<file path="src/rtl/bta_pkg.sv">
// Shared definitions for the binary-tree pipelined adder.
//   clog2  : ceiling log2 used to derive the number of tree levels
//   op_lo  : low bit index of element k in a packed vector of w-bit elements
//   DEF_*  : default operand count, operand width and tag width
package bta_pkg;

  localparam int DEF_NUM_OPS = 8;
  localparam int DEF_WIDTH   = 16;
  localparam int DEF_TAG_W   = 4;

  function automatic int clog2(input int n);
    int r;
    r = 0;
    for (int i = 0; i < 31; i++) begin
      if ((1 << i) < n) r = i + 1;
    end
    return r;
  endfunction

  function automatic int op_lo(input int k, input int w);
    return k * w;
  endfunction

endpackage

</file>
<file path="src/rtl/bta_level.sv">
// One level of the adder tree: PAIRS registered pairwise adders, each adding
// two adjacent IN_W-bit values into an (IN_W+1)-bit result, plus the valid
// bit and tag that travel with the data.
// Optional feature macro: BTA_SIGNED_EN (sign-extend addends; default zero-extend).
// Ports:
//   clk      : clock, rising edge
//   rst      : synchronous active-high reset, clears valid, data and tag
//   en       : level enable; all state holds when low
//   in_vld   : incoming data is a real operand set (low = bubble)
//   in_data  : 2*PAIRS packed IN_W-bit values
//   in_tag   : tag of the incoming operand set
//   out_vld  : registered valid
//   out_data : PAIRS packed (IN_W+1)-bit sums
//   out_tag  : registered tag
module bta_level
  import bta_pkg::*;
#(
  parameter int PAIRS = 4,
  parameter int IN_W  = DEF_WIDTH,
  parameter int TAG_W = DEF_TAG_W
) (
  input  logic                        clk,
  input  logic                        rst,
  input  logic                        en,
  input  logic                        in_vld,
  input  logic [2*PAIRS*IN_W-1:0]     in_data,
  input  logic [TAG_W-1:0]            in_tag,
  output logic                        out_vld,
  output logic [PAIRS*(IN_W+1)-1:0]   out_data,
  output logic [TAG_W-1:0]            out_tag
);

  localparam int SUM_W = IN_W + 1;

  // Widen an addend by one bit so the pairwise sum can never overflow.
  function automatic logic [SUM_W-1:0] ext(input logic [IN_W-1:0] v);
`ifdef BTA_SIGNED_EN
    return {v[IN_W-1], v};
`else
    return {1'b0, v};
`endif
  endfunction

  logic [PAIRS*SUM_W-1:0] w_sum;
  logic                   r_vld;
  logic [PAIRS*SUM_W-1:0] r_data;
  logic [TAG_W-1:0]       r_tag;

  always_comb begin
    w_sum = '0;
    for (int p = 0; p < PAIRS; p++) begin
      w_sum[op_lo(p, SUM_W) +: SUM_W] = ext(in_data[op_lo(2*p, IN_W) +: IN_W])
                                      + ext(in_data[op_lo(2*p+1, IN_W) +: IN_W]);
    end
  end

  // Level register bank
  always_ff @(posedge clk) begin
    if (rst) begin
      r_vld  <= 1'b0;
      r_data <= '0;
      r_tag  <= '0;
    end else if (en) begin
      r_vld  <= in_vld;
      r_data <= w_sum;
      r_tag  <= in_tag;
    end
  end

  assign out_vld  = r_vld;
  assign out_data = r_data;
  assign out_tag  = r_tag;

endmodule

</file>
<file path="src/rtl/bta_pipe_adder.sv">
// Pipelined binary-tree adder: sums NUM_OPS operands of WIDTH bits into a
// full-precision OUT_W = WIDTH + log2(NUM_OPS) result, one tree level per
// pipeline stage, with a tag carried alongside each operand set and a
// valid/ready handshake on both sides.
// Optional feature macro: BTA_SIGNED_EN (two's complement operands and sum).
// Ports:
//   clk       : clock, rising edge
//   rst       : synchronous active-high reset, flushes every in-flight set
//   in_valid  : operand set on ops/in_tag is valid
//   in_ready  : operand set is accepted this cycle
//   ops       : packed operands, operand k at ops[k*WIDTH +: WIDTH]
//   in_tag    : tag travelling with the operand set
//   out_valid : sum/out_tag hold a result
//   out_ready : downstream takes the result this cycle
//   sum       : sum of all operands, OUT_W bits
//   out_tag   : tag of the operand set that produced sum
module bta_pipe_adder
  import bta_pkg::*;
#(
  parameter int NUM_OPS = DEF_NUM_OPS,
  parameter int WIDTH   = DEF_WIDTH,
  parameter int TAG_W   = DEF_TAG_W
) (
  input  logic                              clk,
  input  logic                              rst,
  input  logic                              in_valid,
  output logic                              in_ready,
  input  logic [NUM_OPS*WIDTH-1:0]          ops,
  input  logic [TAG_W-1:0]                  in_tag,
  output logic                              out_valid,
  input  logic                              out_ready,
  output logic [WIDTH+clog2(NUM_OPS)-1:0]   sum,
  output logic [TAG_W-1:0]                  out_tag
);

  localparam int LEVELS = clog2(NUM_OPS);
  localparam int OUT_W  = WIDTH + LEVELS;

  // The whole pipe moves as one: it stalls only when a result is waiting
  // and downstream refuses it, so no level ever holds two sets.
  logic w_advance;
  assign w_advance = !out_valid || out_ready;
  assign in_ready  = w_advance;

  for (genvar l = 0; l < LEVELS; l++) begin : g_lvl
    localparam int IW    = WIDTH + l;
    localparam int PAIRS = NUM_OPS >> (l + 1);

    logic [2*PAIRS*IW-1:0]     w_in;
    logic                      w_in_vld;
    logic [TAG_W-1:0]          w_in_tag;
    logic [PAIRS*(IW+1)-1:0]   w_out;
    logic                      w_out_vld;
    logic [TAG_W-1:0]          w_out_tag;

    if (l == 0) begin : g_first
      assign w_in     = ops;
      assign w_in_vld = in_valid;
      assign w_in_tag = in_tag;
    end else begin : g_next
      assign w_in     = g_lvl[l-1].w_out;
      assign w_in_vld = g_lvl[l-1].w_out_vld;
      assign w_in_tag = g_lvl[l-1].w_out_tag;
    end

    bta_level #(
      .PAIRS (PAIRS),
      .IN_W  (IW),
      .TAG_W (TAG_W)
    ) u_level (
      .clk      (clk),
      .rst      (rst),
      .en       (w_advance),
      .in_vld   (w_in_vld),
      .in_data  (w_in),
      .in_tag   (w_in_tag),
      .out_vld  (w_out_vld),
      .out_data (w_out),
      .out_tag  (w_out_tag)
    );
  end

  // The last level holds a single OUT_W-bit value: the complete sum.
  assign out_valid = g_lvl[LEVELS-1].w_out_vld;
  assign sum       = g_lvl[LEVELS-1].w_out[OUT_W-1:0];
  assign out_tag   = g_lvl[LEVELS-1].w_out_tag;

endmodule

</file>
<file path="config.mk">
export PLATFORM = sky130hd
export DESIGN_NAME = bta_pipe_adder
export DESIGN_NICKNAME = d
export VERILOG_FILES = /design/src/rtl/bta_pkg.sv /design/src/rtl/bta_level.sv /design/src/rtl/bta_pipe_adder.sv
export SDC_FILE = /design/constraint.sdc
export NUM_CORES = 1
export LEC_CHECK = 0
export BUFFER_PORTS_ARGS = -buffer_cell sky130_fd_sc_hd__buf_4
export CAP_MARGIN = 30
export CORE_MARGIN = 2
export CORE_UTILIZATION = 42
export DETAILED_ROUTE_END_ITERATION = 8
export GPL_TIMING_DRIVEN = 1
export HOLD_SLACK_MARGIN = 0.03
export SLEW_MARGIN = 10
export SYNTH_ARGS = -nofsm -noshare
export SYNTH_HDL_FRONTEND = slang
export SYNTH_SLANG_ARGS = --single-unit
</file>
<file path="constraint.sdc">
create_clock -name clk -period 3.7 [get_ports clk]
set_clock_uncertainty 0.2 [all_clocks]
set_input_delay 0.37 -clock clk [delete_from_list [all_inputs] [get_ports clk]]
set_output_delay 0.37 -clock clk [all_outputs]
set_load 0.01 [all_outputs]
</file>
# Word-level counts from Yosys, hierarchy flattened
# Index checks and enable logic that the tools add are counted.
[op_classes]
reduce_logical = 2
addsub = 7
[op_table]
columns = ["cell", "n"]
rows = [
  ["$add 16x16->17", 4],
  ["$add 17x17->18", 2],
  ["$add 18x18->19", 1],
  ["$logic_not 1->1", 1],
  ["$logic_or 1x1->1", 1],
]
[totals]
input_bits = 136
out_inout_bits = 25
regBits = 138
word_cells = 18

# Depth between registers and ports, before layout
[depth]
depth_word = 2
ltp_mapped = 10
mapped_depth_nobuf = 10

# Cells and area by module
# From an unflattened synthesis, not the netlist that was laid out.
[unflattened]
hier_cells = 1187
hier_area_um2 = 9930.8
[by_module_without_submodules]
columns = ["module", "area_each_um2", "instances", "cells_each", "seq_area_each_um2"]
rows = [
  ["bta_level at g_lvl[0].u_level", 5216.3, 1, 621, 1461.4],
  ["bta_level at g_lvl[1].u_level", 2906.5, 1, 342, 820.8],
  ["bta_level at g_lvl[2].u_level", 1801.7, 1, 223, 480.5],
  ["bta_pipe_adder", 6.3, 1, 1, 0.0],
]

# Worst setup path after synthesis
# OpenSTA, ideal clock, no wires.
[synth_path]
path_kind = "input to register"
startpoint = "input ops[96]"
endpoint = "register g_lvl[0].u_level.r_data[67]"
required_time_ns = 3.364
n_path_buf = 0
stages = 9
path_slack_ns = 1.016
setup_ns = 0.136
arrival_ns = 2.348
path_cell_list = "ha_1 fa_1 a21oi_1 o21ai_1 a31o_2 a2111oi_4 o31ai_1 nor3b_1 o32ai_1"
[synth_between]
elab_chain_cells = 1
[synth_lines]
columns = ["element", "line_no", "text"]
rows = [
  ["from (decl)", "bta_pipe_adder.sv:28", "input logic [NUM_OPS*WIDTH-1:0] ops,"],
  ["$add 16x16->17", "bta_level.sv:53", "+ ext(in_data[op_lo(2*p+1, IN_W) +: IN_W]);"],
  ["to (signal assigned)", "bta_level.sv:65", "r_data <= w_sum;"],
  ["to (decl)", "bta_level.sv:46", "logic [PAIRS*SUM_W-1:0] r_data;"],
]
# Every way passes these cells.
# A chain may end at the register's enable or synchronous reset.

# Final worst setup path
[layout_path]
startpoint = "register g_lvl[0].u_level.r_data[0]"
endpoint = "register g_lvl[1].u_level.r_data[16]"
[layout_between]
elab_chain_cells = 1
[layout_lines]
columns = ["element", "line_no"]
rows = [
  ["$add 17x17->18", "bta_level.sv:53"],
  ["to (signal assigned)", "bta_level.sv:65"],
  ["to (decl)", "bta_level.sv:46"],
]
# Every way passes these cells.

==> metrics.txt <==
via count 8791; largest net degree at the start of global routing 77; post-DP HPWL 17.43 mm; core region area 0.02250 sq mm; Post-Synthesis Cells 1186; crit share post-route 81.45%; # Max-Cap Violations 0; GRT Total Usage 19.22%; Die W 155.0 um; first-pass GRT wire length 38.45 mm; final WL 23.03 mm; GRT overflow 0; Routed WL per cell 14.13 um; Clock transition at path regs 0.06 ns; Final Core Density 51.99%; Max Fclk 331.8 MHz; synth unique cells 68; worst slew pin tran 0.8451 ns; input/output buffers 160; Iter 0 DRT Violations 447; CTS tree built; asr flop ratio synth 0%; max-slew headroom at the worst pin 43.66%; Final Max Slew Viols 0; Clock Path Buffers 2; Synth area leaders dfxtp_1, ha_1, nand2_1; Post-Syn Area 0.009574 sq mm; synthesis warning total 0; Clock Latency Late Sink 0.42 ns; RSZ-0062 raised after global routing no; most frequent cells in the layout nand2_1, buf_4, dfxtp_1; Power Dens Cells 468.6 mW/mm^2; min Tclk post-route 3.014 ns; Final Setup Violations 0; CP Max Fanout 4; Via density 5.393; P&R area growth vs syn 22.20%; boundary pin count 161; WS Path Type register to register; VDD IR max 0.0002683 V; Top FF cell, synth dfxtp_1; clock sink count 138; Hold WS 0.1415 ns; vias in the first global route 8137; initial antenna violation count 0; CTS HTree Levels 4; Critical Path Start Type register; final setup margin 0.6865 ns; Final Hold Fails 0; status finished clean; nature of the critical path endpoint register; Worst Hold Class input port to register; Design Power 5.483 mW; Starting Density 42.55%; share of the synthesized area in the top cell type 28.86%; layout cell share with drive strength beyond 1 16.21%; ANT nets after route 0; TNS Setup 0 ns; post-synthesis register bit count 138; die footprint 0.02402 sq mm; WP data arrival 3.11 ns; EDFF count, synth 0; CTS root buffer clkbuf_16; worst slack at placement 0.5678 ns; leakage 5.360 nW; Post-route DRC 0; # rows 55; Layout Nets 1592; Die Y 155.0 um; area leader, netlist dfxtp_1; DR pass1 iterations 5; Post-Synthesis Net Count 1445; GP Congestion 0.8520; commonest non-fill, non-tap cell in the layout nand2_1; sequential cell area fraction in the yosys report 28.86%; number of diodes 0; total CTS buffers 17; mean post-synth cell area 8.073 sq um; CP required 3.79 ns
-- cell families (layout without fill, tap and decap cells) --
group                    count (synthesis)  in the layout  share of synthesized area, %
AND/OR/NAND/NOR                        388            388                         18.07
AO/OA/AOI/OAI                          380            380                         25.68
flip-flops                             138            138                         28.86
adder cells (fa/ha/maj)                123            123                         16.62
XOR/XNOR                                82             82                         7.501
buffers and inverters                   70            229                         2.744
multiplexers                             5              5                        0.5228
-- report_power, final --
| group | switching (mW) | internal [mW] |
|---|---|---|
| Clock | 0.639 | 1.14 |
| Sequential | 0.149 | 1.73 |
| Combinational | 0.962 | 0.860 |
| Total | 1.75 | 3.73 |
-- path summary, 6_finish.rpt --
| kind | slack, ns | depth (start not counted) | from | end |
|---|---|---|---|---|
| min | 0.14 | 4 | ops[112] | g_lvl[0].u_level.out_data[51]$_SDFFE_PP0P_ |
| max | 0.69 | 10 | g_lvl[0].u_level.out_data[0]$_SDFFE_PP0P_ | g_lvl[1].u_level.out_data[16]$_SDFFE_PP0P_ |
| max reg2reg | 0.69 | 10 | g_lvl[0].u_level.out_data[0]$_SDFFE_PP0P_ | g_lvl[1].u_level.out_data[16]$_SDFFE_PP0P_ |
| min reg2reg | 0.25 | 2 | g_lvl[2].u_level.out_tag[2]$_SDFFE_PP0P_ | g_lvl[2].u_level.out_tag[2]$_SDFFE_PP0P_ |
-- cell usage after synthesis (4+ instances only) --
library cell / count
o31ai_1: 4
xor2_1: 42
a211o_1: 6
dfxtp_1: 138
a221oi_1: 5
a31oi_1: 8
a2111oi_0: 5
ha_1: 116
a21o_1: 39
nor2b_1: 12
nand2_1: 198
clkbuf_1: 40
buf_1: 4
nor3_1: 21
or3_1: 6
o21a_1: 12
nand3_1: 18
nor2_1: 81
a21oi_1: 135
and4_1: 6
mux2i_1: 5
inv_1: 25
o21ai_0: 65
a31o_2: 5
o211ai_1: 7
a311oi_1: 4
o21bai_1: 7
o22ai_1: 5
and2_1: 8
xnor2_1: 40
a22o_1: 5
and3_1: 6
nand2b_1: 10
a211oi_1: 34
fa_1: 7
nand3b_1: 4
-- per-stage QoR --
stage,cells,cell area (sq um)
floorplan,1186,9574
global placement,1594,11030
detailed placement,1594,11030
CTS,1630,11700
global route,1630,11700
finish,1630,11700
-- layout make-up --
type                            count  area (sq um)
Clock inverter                     11         171.4
Multi-Input combinational cell    978          6559
Timing Repair Buffer              172          1304
Inverter                           26         100.1
Tap cell                          285         356.6
Sequential cell                   138          2763
Clock buffer                       20         446.7
Fill cell                        2210         10800
-- registers in the layout, summed over array words and instances, names as in the netlist --
| signal | cells |
|---|---|
| g_lvl.u_level.out_data | 123 |
| g_lvl.u_level.out_tag | 12 |
| g_lvl.u_level.out_vld | 3 |
-- worst max-delay path: stages, from the launching register on --
cell and delay [ns]:
dfxtp_1 0.33, ha_1 0.19, inv_1 0.06, fa_1 0.38, nand2b_1 0.21, a211oi_1 0.31
o311ai_0 0.22, a21oi_1 0.32, a41oi_1 0.18, nor2b_1 0.15, or3_1 0.34
-- routing by layer --
metal | global-route usage [%] | vias up | share of wire [%]
met5 | 0 | - | 0
met3 | 3.343 | 15 | 3.6
met4 | 4.233 | 0 | 0.74
met2 | 30.39 | 161 | 45
met1 | 27.41 | 4028 | 51
li1 | - | 4587 | -
-- repair_timing --
action | CTS | global route
hold buffers | 5 | 0
buffers inserted | 0 | 0
hold endpoints to repair | 5 | 0
setup endpoints to repair | 0 | 0
gates resized for setup | 0 | 0
No activity file was read; power rests on OpenSTA's default activity.
